--- config.mk ---
export PLATFORM = sky130hd
export DESIGN_NAME = fetch_ctrl
export DESIGN_NICKNAME = d
export VERILOG_FILES = /design/src/rtl/fetch_ctrl.sv
export SDC_FILE = /design/constraint.sdc
export NUM_CORES = 1
export LEC_CHECK = 0
export BUFFER_PORTS_ARGS = -buffer_cell sky130_fd_sc_hd__buf_2
export CAP_MARGIN = 0
export CORE_UTILIZATION = 50
export DETAILED_ROUTE_END_ITERATION = 8
export PLACE_DENSITY = 0.8
export RECOVER_POWER = 100
export SETUP_SLACK_MARGIN = 0.15
export SLEW_MARGIN = 20
export SYNTH_ARGS = -nofsm -noshare
export SYNTH_HDL_FRONTEND = slang
export SYNTH_SLANG_ARGS = --single-unit
--- constraint.sdc ---
create_clock -name clk -period 3.02 [get_ports clk]
set_clock_uncertainty 0.2 [all_clocks]
set_input_delay 0 -clock clk [delete_from_list [all_inputs] [get_ports clk]]
set_output_delay 0 -clock clk [all_outputs]
set_load 0.01 [all_outputs]
--- src/rtl/fetch_ctrl.sv ---
// fetch_ctrl: instruction fetch sequencer.
// Owns the program counter, keeps at most one word request in flight to
// instruction memory, and hands each fetched word plus its PC to decode.
// Execute can redirect the PC at any time; responses that belong to a
// superseded request are dropped. A misaligned redirect target parks the
// sequencer in FAULT until reset.
module fetch_ctrl #(
  parameter logic [31:0] RESET_PC = 32'h0000_0000
) (
  input  logic        clk,
  input  logic        reset,
  output logic        imem_req,
  output logic [31:0] imem_addr,
  input  logic        imem_ready,
  input  logic        imem_rvalid,
  input  logic [31:0] imem_rdata,
  input  logic        redirect_valid,
  input  logic [31:0] redirect_pc,
  output logic        out_valid,
  input  logic        out_ready,
  output logic [31:0] out_instr,
  output logic [31:0] out_pc,
  output logic        fault
);

  typedef enum logic [2:0] {
    ST_IDLE  = 3'd0,
    ST_REQ   = 3'd1,
    ST_WAIT  = 3'd2,
    ST_HOLD  = 3'd3,
    ST_FAULT = 3'd4
  } state_e;

  // Word alignment test on the two low address bits.
  function automatic logic is_word_aligned(input logic [1:0] low_bits);
    return (low_bits == 2'b00);
  endfunction

  state_e      state_q, state_d;
  logic [31:0] pc_q, pc_d;
  logic        drop_q, drop_d;
  logic [31:0] instr_q, instr_d;
  logic [31:0] opc_q, opc_d;

  logic        redir_ok_s;
  logic        redir_bad_s;
  logic        capture_s;

  // Classify the redirect pulse once so the FSM can give it top priority.
  always_comb begin
    redir_ok_s  = 1'b0;
    redir_bad_s = 1'b0;
    if (redirect_valid) begin
      if (is_word_aligned(redirect_pc[1:0])) begin
        redir_ok_s = 1'b1;
      end else begin
        redir_bad_s = 1'b1;
      end
    end else begin
      redir_ok_s  = 1'b0;
      redir_bad_s = 1'b0;
    end
  end

  // Next-state, PC and drop-flag logic; redirects win over every other event.
  always_comb begin
    state_d = state_q;
    pc_d    = pc_q;
    drop_d  = drop_q;
    if (redir_bad_s && (state_q != ST_FAULT)) begin
      // PC is deliberately left untouched so the faulting context is visible.
      state_d = ST_FAULT;
    end else begin
      case (state_q)
        ST_IDLE: begin
          state_d = ST_REQ;
          if (redir_ok_s) begin
            pc_d = redirect_pc;
          end else begin
            pc_d = pc_q;
          end
        end

        ST_REQ: begin
          if (redir_ok_s) begin
            pc_d = redirect_pc;
            if (imem_ready) begin
              // The old-address request was accepted anyway: its data must
              // be thrown away when it comes back.
              drop_d  = 1'b1;
              state_d = ST_WAIT;
            end else begin
              state_d = ST_REQ;
            end
          end else if (imem_ready) begin
            state_d = ST_WAIT;
          end else begin
            state_d = ST_REQ;
          end
        end

        ST_WAIT: begin
          if (redir_ok_s) begin
            pc_d = redirect_pc;
            if (imem_rvalid) begin
              // The pending response is consumed (and discarded) right now,
              // so nothing is left in flight to drop later.
              drop_d  = 1'b0;
              state_d = ST_REQ;
            end else begin
              drop_d  = 1'b1;
              state_d = ST_WAIT;
            end
          end else if (imem_rvalid) begin
            drop_d = 1'b0;
            if (drop_q) begin
              state_d = ST_REQ;
            end else begin
              state_d = ST_HOLD;
            end
          end else begin
            state_d = ST_WAIT;
          end
        end

        ST_HOLD: begin
          if (redir_ok_s) begin
            pc_d    = redirect_pc;
            state_d = ST_REQ;
          end else if (out_ready) begin
            // Natural 32-bit wrap: 32'hFFFF_FFFC advances to 32'h0000_0000.
            pc_d    = pc_q + 32'd4;
            state_d = ST_REQ;
          end else begin
            state_d = ST_HOLD;
          end
        end

        ST_FAULT: begin
          state_d = ST_FAULT;
        end

        default: begin
          // Unreachable encoding: restart the fetch stream cleanly.
          state_d = ST_IDLE;
          drop_d  = 1'b0;
        end
      endcase
    end
  end

  // Decide when a response is captured for decode (own, in-order data only).
  always_comb begin
    capture_s = 1'b0;
    if ((state_q == ST_WAIT) && imem_rvalid && !drop_q && !redirect_valid) begin
      capture_s = 1'b1;
    end else begin
      capture_s = 1'b0;
    end
  end

  // Output holding registers: only load on capture so they stay stable in HOLD.
  always_comb begin
    instr_d = instr_q;
    opc_d   = opc_q;
    if (capture_s) begin
      instr_d = imem_rdata;
      opc_d   = pc_q;
    end else begin
      instr_d = instr_q;
      opc_d   = opc_q;
    end
  end

  // State and datapath registers with asynchronous active-low reset.
  always_ff @(posedge clk or negedge reset) begin
    if (!reset) begin
      state_q <= ST_IDLE;
      pc_q    <= RESET_PC;
      drop_q  <= 1'b0;
      instr_q <= 32'h0000_0000;
      opc_q   <= RESET_PC;
    end else begin
      state_q <= state_d;
      pc_q    <= pc_d;
      drop_q  <= drop_d;
      instr_q <= instr_d;
      opc_q   <= opc_d;
    end
  end

  // Outputs decode straight from state; out_valid is masked during a redirect
  // so decode can never accept a wrong-path instruction in that cycle.
  assign imem_req  = (state_q == ST_REQ);
  assign imem_addr = pc_q;
  assign out_valid = (state_q == ST_HOLD) && !redirect_valid;
  assign out_instr = instr_q;
  assign out_pc    = opc_q;
  assign fault     = (state_q == ST_FAULT);

endmodule

**After elaboration in Yosys (flattened, before gate mapping)**

Index checks and enable logic that the tools add are counted.

- Flip-flop bits (word level): 100
- Input bits: 70
- Output and inout port bits: 99
- Logic and storage cells: 56

- Add/subtract/negate cells: 1
- Eq/ne operators: 10
- Multiplexer cells: 24
- Bitwise gates (word level): 2
- Reduce and logical (&&, ||, !) cells: 14

Operators by type and width:

| cell | number |
|---|---|
| $mux W32 | 3 |
| $pmux W32 S2 | 1 |
| $add A32 B3 Y32 const B | 1 |
| $pmux W3 S5 | 1 |
| $mux W1 | 10 |
| $mux W2 | 5 |
| $mux W3 | 3 |
| $ne A3 B3 Y1 const B | 3 |
| $eq A3 B2 Y1 const B | 2 |
| $ne A2 B1 Y1 const B | 3 |
| $reduce_or A3 Y1 | 2 |
| $logic_and A1 B1 Y1 | 5 |
| $reduce_and A5 Y1 | 1 |
| $reduce_and A4 Y1 | 1 |
| $eq A3 B1 Y1 const B | 1 |
| $eq A3 B3 Y1 const B | 1 |
| $logic_not A3 Y1 | 1 |
| $pmux W1 S3 | 1 |
| $logic_not A1 Y1 | 2 |
| $logic_not A2 Y1 | 1 |
| $not A1 Y1 | 2 |
| $reduce_bool A2 Y1 | 1 |

**Depth between registers and ports, before layout**

Gate-level depths: netlist (run 1).

- Depth in word-level cells: 6
- Depth in mapped cells: 7
- Mapped depth without buffers: 5

**Worst setup path before layout (run 1)**

OpenSTA, ideal clock, no wires.

- Kind: register to register
- Start: register pc_q[2] (netlist: imem_addr[2])
- End: register pc_q[18] (netlist: imem_addr[18])
- Library setup time: 80 ps
- Data arrival time: 1973 ps
- Data required time: 2740 ps
- Setup slack: 767 ps
- Stages on the path, launching flop included: 7
- Path buffers: 1
- Clock period less this slack: 2253 ps
- Cells stage by stage: dfrtp_1 -> ha_1 -> nand4_2 -> or4_1 -> buf_2 -> o41a_1 -> o211ai_2

- Cells in the longest elaborated chain, start to end: 4

Ends and longest elaborated chain:

| item | RTL line | source |
|---|---|---|
| start: declaration | 40 | `logic [31:0] pc_q, pc_d;` |
| start signal: assignment | 185 | `pc_q <= pc_d;` |
| $add A32 B3 Y32 | 132 | `pc_d = pc_q + 32'd4;` |
| $mux W32 | 130 | `end else if (out_ready) begin` |
| $mux W32 | 127 | `if (redir_ok_s) begin` |
| $pmux W32 S2 | 74 | `case (state_q)` |

Every way passes these cells. The select of a mux whose other input is x is not followed.
A chain may end at the register's enable or synchronous reset.

**Worst setup path in the final report (run 1)**

- Start: register state_q[2]
- End: register state_q[1]

- Cells in the longest elaborated chain, start to end: 3
- Elaborated cells between the ends (all ways): 9
- Those cells by class: 5 x eq/ne; 2 x mux; 2 x reduce/logical

Ends and longest elaborated chain:

| item | RTL line | source |
|---|---|---|
| start: declaration | 39 | `state_e state_q, state_d;` |
| start signal: assignment | 184 | `state_q <= state_d;` |
| $eq A3 B3 Y1, or another cell as far along | 74 |  |
| $pmux W3 S5 or $logic_and A1 B1 Y1 (tied branches) | 74, 70 |  |
| $mux W3 * | 70 | `if (redir_bad_s && (state_q != ST_FAULT)) begin` |
| named net state_d[1] | 39 |  |

The timed path passes the listed nets; every way through them passes the cells marked *.

==> flow_summary.yaml, run 1 <==
timing:
  grt_setup_unrepaired: "yes"
  tightest_slew_ns: 1.478
  period_share_pct: 92.90
  post-route-min-period_ns: 2.805
  finalMaxSlewViolations: 0
  fmax_mhz: 356.4
  hold-worst-slack_ns: 0.1317
  final.setup.tns_ns: 0
  setup-violations-final: 0
  slew_headroom_pct: 1.434
  finalHoldViolCount: 0
drt:
  ant_nets: 0
  avgRoutedWirePerCell_um: 19.16
  vias: 4689
  routed_via_density: 5.810
  drc: 0
  wl_mm: 15.46
  dr.pass1.iters: 5
  first_iter_violations: 356
floorplanning:
  chipWidth_um: 100.1
  initial_core_util_pct: 51.85
  die_y_um: 100.1
  fp.coreArea_um2: 9284
  io_pins: 169
  rows: 35
  die_area_um2: 10020
pwr:
  vdd_drop_max_uv: 313.4
  pwr_density_cell_nw_per_um2: 560.4
  p_leak_uw: 0.002941
placed_design:
  port_buffers: 168
  place_area_um2: 5786
  gp_congestion: 0.8925
  numPlacedInstances: 717
  place.detailed.hpwl_mm: 9.502
synthesis:
  yosys-top-cells-area: "dfrtp_1 (52%), mux2_2 (13%), nand4_1 (3.2%), o21ai_0 (2.5%), nand3_1 (1.9%)"
  synthTopCellsByCount: "dfrtp_1 (100), mux2_2 (56), nand4_1 (25)"
  yosysMostFrequentCell: "dfrtp_1"
  synth_edf_count: 0
  syn-instance-count: 438
  syn_nets: 509
  ys_types: 53
  synth.top_cell.area_share_pct: 51.99
  synth.cell_area_um2: 4813
  ys_seq_area_share_pct: 51.99
  yosysWarningCount: 0
  yosys.area.top_type: "dfrtp_1"
  syn_avg_cell_area_um2: 10.99
  ys.flop_type: "dfrtp_1"
  async_flop_share_pct: 100.0
  ys_ff_latch: 100
clock_tree:
  htree_levels: 3
  cts_made_buffers: 9
  cts_setup_buffers: 0
  clkSinkCount: 100
  clk_pin_slew_ns: 0.10
  cts_tree: "built"
  cts_root_buf: "clkbuf_8"
  insertion_delay_ns: 0.37
  clock_tree.buffer_depth: 2
run_status:
  outcome: "completed"
cells_and_area:
  areaGrowthSynthToFinish_pct: 36.96
  n_antenna_cell: 0
  instances_no_fill: 807
  nFillCells: 754
  layout-drive-gt1-share_pct: 23.45
  final_core_util_pct: 71.01
  fin_area_um2: 6593
  finalNetCount: 745
critical_path:
  cp.arrival_ns: 2.91
  worstPathRequired_ns: 3.12
  slowest_delay_ns: 0.58
  crit_fanout: 12
  slowest_stage: "dlygate4sd3_1"
  crit_buf_inv: 2
  path_cells: "nand3b_1, nor3_1, a221oi_1, dlygate4sd3_1, nor2_1, dlygate4sd3_1"
  critPathLaunchType: "flop"
  cp_top_family: "buffers and inverters"
  cpMostUsedCell: "dlygate4sd3_1"
  end_kind: "flop"
  crit_type: "flop to flop"
min_path:
  worstHoldPathType: "input pin to flop"
grt:
  grt_pass1_wl_mm: 23.57
  antenna_found_initial: 0
  first_global_vias: 4548
  grt_max_degree: 73
  grt_usage_pct: 30.65
  overflow: 0
job:
  cap_violations: 0
-- layout by cell type (no fill, tap or decap), drive strengths merged, types with 5 or more instances in the layout --
cell and count:
o211ai 7, a21oi 12, inv 11, o22ai 9
o21ai 24, nor4 12, nor2 18, dfrtp 100
mux2 56, buf 76, clkbuf 115, nand3 18
a22oi 5, or4 8, nor3 13, and4 5
a2bb2oi 6, nand4 26, nand2 21, a211oi 7
dlygate4sd3 75
-- final timing paths --
| check | slack [ns] | startpoint | end | cells past startpoint |
|---|---|---|---|---|
| setup reg to reg | 0.21 | state_q[2]$_DFF_PN0_ | state_q[1]$_DFF_PN0_ | 6 |
| max in group asynchronous | 0.72 | reset | imem_addr[2]$_DFFE_PN0P_ | 3 |
| setup / recovery | 0.21 | state_q[2]$_DFF_PN0_ | state_q[1]$_DFF_PN0_ | 6 |
| hold / removal | 0.13 | redirect_pc[0] | drop_q$_DFFE_PN0P_ | 5 |
| min in group asynchronous | 0.34 | reset | out_instr[0]$_DFFE_PN0P_ | 2 |
| hold reg to reg | 0.29 | out_pc[10]$_DFFE_PN0P_ | out_pc[10]$_DFFE_PN0P_ | 2 |
-- routing by layer --
metal | share of wire (%) | wire length (µm) | global-route usage [%]
met2 | 49 | 7521 | 52.41
met5 | 0 | 0 | 0
met1 | 42 | 6542 | 38.92
met4 | 2.9 | 446 | 12.93
met3 | 6.2 | 951 | 4.805
-- tightest hold or removal path: cells and delay by family --
kind	cells	cell delay, ns
AO/OA/AOI/OAI	2	0.22
AND/OR/NAND/NOR	2	0.33
buffers and inverters	1	0.13
-- sequential cells by signal (all words and copies together) (netlist names) --
register	flops
out_instr	32
out_pc	32
state_q	3
imem_addr	32
drop_q	1
-- timing repair --
| item | 4_1_cts | 5_1_grt |
|---|---|---|
| setup endpoints to repair | 0 | 5 |
| hold buffers | 75 | 0 |
| resized for setup | 0 | 3 |
| endpoints found under the hold margin | 123 | 0 |
-- metrics by stage --
step	total power (µW)	worst slack (ns)
finish	3694	0.2146
global route	3864	0.08589
CTS	3725	0.2397
detailed placement	2768	0.2813
global placement	2737	0.3048
floorplan	2303	0.7667
-- power breakdown --
group          switching, µW  total [µW]  internal (µW)
clock network            491         878            387
registers                361        1890           1530
logic                    527         922            395
-- cell families (layout without fill, tap and decap cells) --
family          Yosys count  after routing  synth area share, %
simple gates            143            143                16.90
flops                   100            100                51.99
mux                      60             60                13.93
buf+inv                  41            281                3.639
fa+ha+maj                 1              1               0.2599
compound gates           93             93                13.28
-- layout make-up --
| class | count | area (µm²) | share of cell area, % |
|---|---|---|---|
| tap | 129 | 161.4 | 2.448 |
| clock buffer | 9 | 123.9 | 1.879 |
| sequential | 100 | 2502 | 37.96 |
| inverter | 9 | 33.78 | 0.5124 |
| multi-input combinational | 297 | 2142 | 32.49 |
| clock inverter | 6 | 72.57 | 1.101 |
| timing repair buffer | 257 | 1556 | 23.61 |
(Power assumes the default switching activity.)
==> inputs of run 2 (changes only) <==
Settings changed: PLACE_DENSITY 0.8 to not set, PLACE_DENSITY_LB_ADDON set to 0.3.
==> flow_summary.yaml, run 2 (synthesis results as in run 1) <==
floorplanning:
  io_pins: 169
  fp.coreArea_um2: 9284
  chipWidth_um: 100.1
  die_area_um2: 10020
  die_y_um: 100.1
  rows: 35
  initial_core_util_pct: 51.85
timing:
  post-route-min-period_ns: 2.790
  finalHoldViolCount: 0
  grt_setup_unrepaired: "no"
  slew_headroom_pct: -10.75
  period_share_pct: 92.38
  finalMaxSlewViolations: 102
  final.setup.tns_ns: 0
  tightest_slew_ns: 1.661
  setup-violations-final: 0
  hold-worst-slack_ns: 0.02990
  fmax_mhz: 358.4
grt:
  first_global_vias: 4460
  grt_max_degree: 73
  antenna_found_initial: 0
  overflow: 0
  grt_pass1_wl_mm: 22.30
  grt_usage_pct: 28.28
min_path:
  worstHoldPathType: "input pin to flop"
  holdPathStages: 4
  min_to: "imem_addr[31]$_DFFE_PN0P_"
  hp-start: "redirect_valid"
run_status:
  outcome: "complete, but fails checks"
  violations: "max-capacitance violations, max-slew violations"
clock_tree:
  cts_setup_buffers: 0
  htree_levels: 3
  cts_root_buf: "clkbuf_8"
  clock_tree.buffer_depth: 2
  insertion_delay_ns: 0.36
  cts_made_buffers: 9
  clkSinkCount: 100
  clk_pin_slew_ns: 0.10
  cts_tree: "built"
placed_design:
  place.detailed.hpwl_mm: 8.992
  gp_congestion: 0.8954
  place_area_um2: 5783
  port_buffers: 168
pwr:
  pwr_density_cell_nw_per_um2: 567.1
  vdd_drop_max_uv: 311.9
  p_leak_uw: 0.002970
  power_uw: 3754
drt:
  vias: 4626
  avgRoutedWirePerCell_um: 17.43
  wl_mm: 14.05
  routed_via_density: 5.739
  ant_nets: 0
  first_iter_violations: 293
  dr.pass1.iters: 5
  drc: 0
cells_and_area:
  seq_area_um2: 2502
  layout-drive-gt1-share_pct: 23.34
  final_core_util_pct: 71.31
  areaGrowthSynthToFinish_pct: 37.54
  fin_area_um2: 6620
  final_cell_mix: "dfrtp_1 (100), clkbuf_1 (100), dlygate4sd3_1 (75)"
  n_antenna_cell: 0
  finalNetCount: 744
  nFillCells: 762
  multi_input_area_um2: 2133
critical_path:
  r2r-end: "imem_addr[25]$_DFFE_PN0P_"
  reg2reg_depth: 6
  path_cells: "inv_1, o211a_1, clkbuf_2, o21ai_0, nor3_1, dlygate4sd3_1"
  crit_fanout: 36
  r2r_start: "state_q[2]$_DFF_PN0_"
  cp.arrival_ns: 2.89
  critPathLaunchType: "flop"
  end_kind: "flop"
  crit_buf_inv: 3
  slowest_stage: "clkbuf_2"
  cp_top_family: "buffers and inverters"
  ff2ff_setup_slack_ns: 0.23
  crit_type: "flop to flop"
  slowest_delay_ns: 0.58
  worstPathRequired_ns: 3.12
job:
  cap_violations: 2
-- run 2: cell types whose count changed in the layout (fill, tap and decap cells not counted), sizes merged --
cell,previous run,this run
clkinv,0,1
bufinv,1,2
inv,11,10
buf,76,77
clkbuf,115,113
clkinvlp,3,1
dlymetal6s4s,0,1
-- run 2: where the power goes --
part | internal (µW) | switching (µW) | total, µW
clock network | 490 | 469 | 959
logic | 398 | 503 | 901
registers | 1530 | 361 | 1890
total | 2420 | 1330 | 3750
-- run 2: final cells by class --
class                      instances  area share, %
sequential                       100          37.80
multi-input combinational        297          32.22
timing repair buffer             256          23.66
tap                              129          2.438
clock buffer                      10          2.079
clock inverter                     5          1.285
inverter                           9         0.5103
-- run 2: metal layers --
metal  up-vias  wire [µm]  GRT usage [%]
li1       2129          -              -
met1      2271       6233          38.68
met2       204       6643          46.15
met3        22       1002          5.989
met4         0        170          7.358
met5         -          0              0
-- run 2: per-stage QoR --
step                setup slack (ns)  instances
CTS                           0.2014        806
finish                        0.2301        806
floorplan                     0.7667        438
global placement              0.4763        715
detailed placement            0.4466        715
global route                  0.1223        806
-- run 2: what timing repair did --
item,CTS,global route
endpoints found under the hold margin,166,0
hold buffers,76,0
endpoints found under the setup margin,0,1
gates resized for setup,0,1
-- run 2: worst max path at each step --
stage,slack [ns],end,depth (start not counted),startpoint
global route,0.12,imem_addr[25]$_DFFE_PN0P_,6,state_q[2]$_DFF_PN0_
floorplan,0.77,imem_addr[18]$_DFFE_PN0P_,6,imem_addr[2]$_DFFE_PN0P_
global placement,0.48,imem_addr[24]$_DFFE_PN0P_,5,imem_addr[2]$_DFFE_PN0P_
CTS,0.20,state_q[1]$_DFF_PN0_,8,redirect_pc[1]
detailed placement,0.45,imem_addr[24]$_DFFE_PN0P_,5,imem_addr[2]$_DFFE_PN0P_
finish,0.23,imem_addr[25]$_DFFE_PN0P_,6,state_q[2]$_DFF_PN0_
-- run 2: worst register-to-register path, delay by kind of cell (launching register included) --
| kind | cells | cell delay, ns |
|---|---|---|
| buf+inv | 3 | 1.47 |
| flops | 1 | 0.50 |
| compound gates | 2 | 0.39 |
| simple gates | 1 | 0.17 |
==> inputs of run 3 (changes only) <==
Settings changed: CORE_ASPECT_RATIO set to 0.6.
==> flow_summary.yaml, run 3 (synthesis results as in run 1) <==
run_status:
  outcome: "complete, but fails checks"
  violations: "max-capacitance violations, max-slew violations"
grt:
  grt_usage_pct: 30.86
  first_global_vias: 4591
  grt_pass1_wl_mm: 23.54
  antenna_found_initial: 0
  grt_max_degree: 86
  overflow: 0
timing:
  hold-worst-slack_ns: 0.03298
  period_share_pct: 92.47
  grt_setup_unrepaired: "no"
  setup-violations-final: 0
  fmax_mhz: 358.1
  post-route-min-period_ns: 2.793
  layout_setup_ws_ns: 0.2275
  slew_headroom_pct: -44.73
  final.setup.tns_ns: 0
  finalHoldViolCount: 0
  finalMaxSlewViolations: 86
  tightest_slew_ns: 2.171
clock_tree:
  cts_root_buf: "clkbuf_16"
  clk_pin_slew_ns: 0.07
  cts_made_buffers: 9
  clkSinkCount: 100
  clock_tree.buffer_depth: 2
  insertion_delay_ns: 0.35
  cts_tree: "built"
  htree_levels: 3
  cts_setup_buffers: 0
placed_design:
  gp_congestion: 0.9001
  pre_cts_slack_ns: 0.5615
  place.detailed.hpwl_mm: 9.855
  port_buffers: 168
critical_path:
  crit_type: "flop to flop"
  cp.arrival_ns: 2.89
  crit_fanout: 19
  worstPathRequired_ns: 3.12
  critPathLaunchType: "flop"
  end_kind: "flop"
drt:
  avgRoutedWirePerCell_um: 18.31
  ant_nets: 0
  vias: 4745
  first_iter_violations: 501
  wl_mm: 14.83
  dr.pass1.iters: 5
  routed_via_density: 5.858
  drc: 0
cells_and_area:
  final_core_util_pct: 72.87
  areaGrowthSynthToFinish_pct: 40.14
  n_antenna_cell: 0
  layout-drive-gt1-share_pct: 23.82
  final_cell_mix: "clkbuf_1 (102), dfrtp_1 (100), dlygate4sd3_1 (74)"
  final_common_cell: "clkbuf_1"
  finalNetCount: 746
pwr:
  p_leak_uw: 0.003027
  vdd_drop_max_uv: 363.4
  pwr_density_cell_nw_per_um2: 606.0
  power_uw: 4088
floorplanning:
  fp.coreArea_um2: 9256
  chipWidth_um: 128.7
  die_y_um: 78
  die_area_um2: 10040
  initial_core_util_pct: 52.00
  rows: 27
  io_pins: 169
job:
  cap_violations: 1
min_path:
  worstHoldPathType: "input pin to flop"
[run 3: cell types whose count changed in the layout (fill, tap and decap cells not counted), moves of 2 or more]
cell       change
clkinv_2       +2
clkbuf_8       -9
clkbuf_1       +2
buf_12         +2
clkbuf_16      +9
[run 3: worst max-delay path: stages, from the launching register on]
cell and delay, ns:
dfrtp_1 0.50, inv_1 0.34, o211a_1 0.58, buf_4 0.30
o22ai_1 0.10, nor3_1 0.15, dlygate4sd3_1 0.56
[run 3: worst paths after layout]
check | start | depth (start not counted) | slack, ns | endpoint
worst max-delay path | state_q[2]$_DFF_PN0_ | 6 | 0.23 | imem_addr[21]$_DFFE_PN0P_
worst min-delay path | out_ready | 4 | 0.03 | imem_addr[26]$_DFFE_PN0P_
worst max register to register | state_q[2]$_DFF_PN0_ | 6 | 0.23 | imem_addr[21]$_DFFE_PN0P_
worst min register to register | out_pc[10]$_DFFE_PN0P_ | 2 | 0.28 | out_pc[10]$_DFFE_PN0P_
max in group asynchronous | reset | 3 | 0.69 | out_pc[2]$_DFFE_PN0P_
min in group asynchronous | reset | 2 | 0.57 | out_instr[14]$_DFFE_PN0P_
[run 3: layer usage]
metal	GRT usage (%)	wire length [µm]	vias up
met1	43.75	6412	2281
met4	9.529	203	0
met5	0	0	-
met3	9.793	1642	21
li1	-	-	2145
met2	44.86	6574	298
[run 3: through the flow]
| stage | cell area [µm²] | instances |
|---|---|---|
| 2_1_floorplan | 4813 | 438 |
| 3_3_place_gp | 5827 | 720 |
| 6_report | 6745 | 810 |
| 4_1_cts | 6894 | 810 |
| 5_1_grt | 6745 | 810 |
| 3_5_place_dp | 5827 | 720 |
[run 3: final cells by class]
type                    count  area [µm²]
clock buffers              10       239.0
clock inverters             6       87.58
fillers                   737        2511
inverters                   9       33.78
multi-input cells         297        2133
flip-flops and latches    100        2502
well taps                 130       162.7
repair buffers            258        1587
[run 3: timing repair]
item | in CTS | in global routing
setup endpoints to repair | 0 | 2
resized for setup | 0 | 2
hold buffers | 74 | 0
endpoints found under the hold margin | 150 | 0
[run 3: power breakdown]
group	switching [µW]	internal (µW)	total, µW
clock	519	749	1270
combinational	527	395	923
sequential	362	1530	1900
total	1410	2680	4090
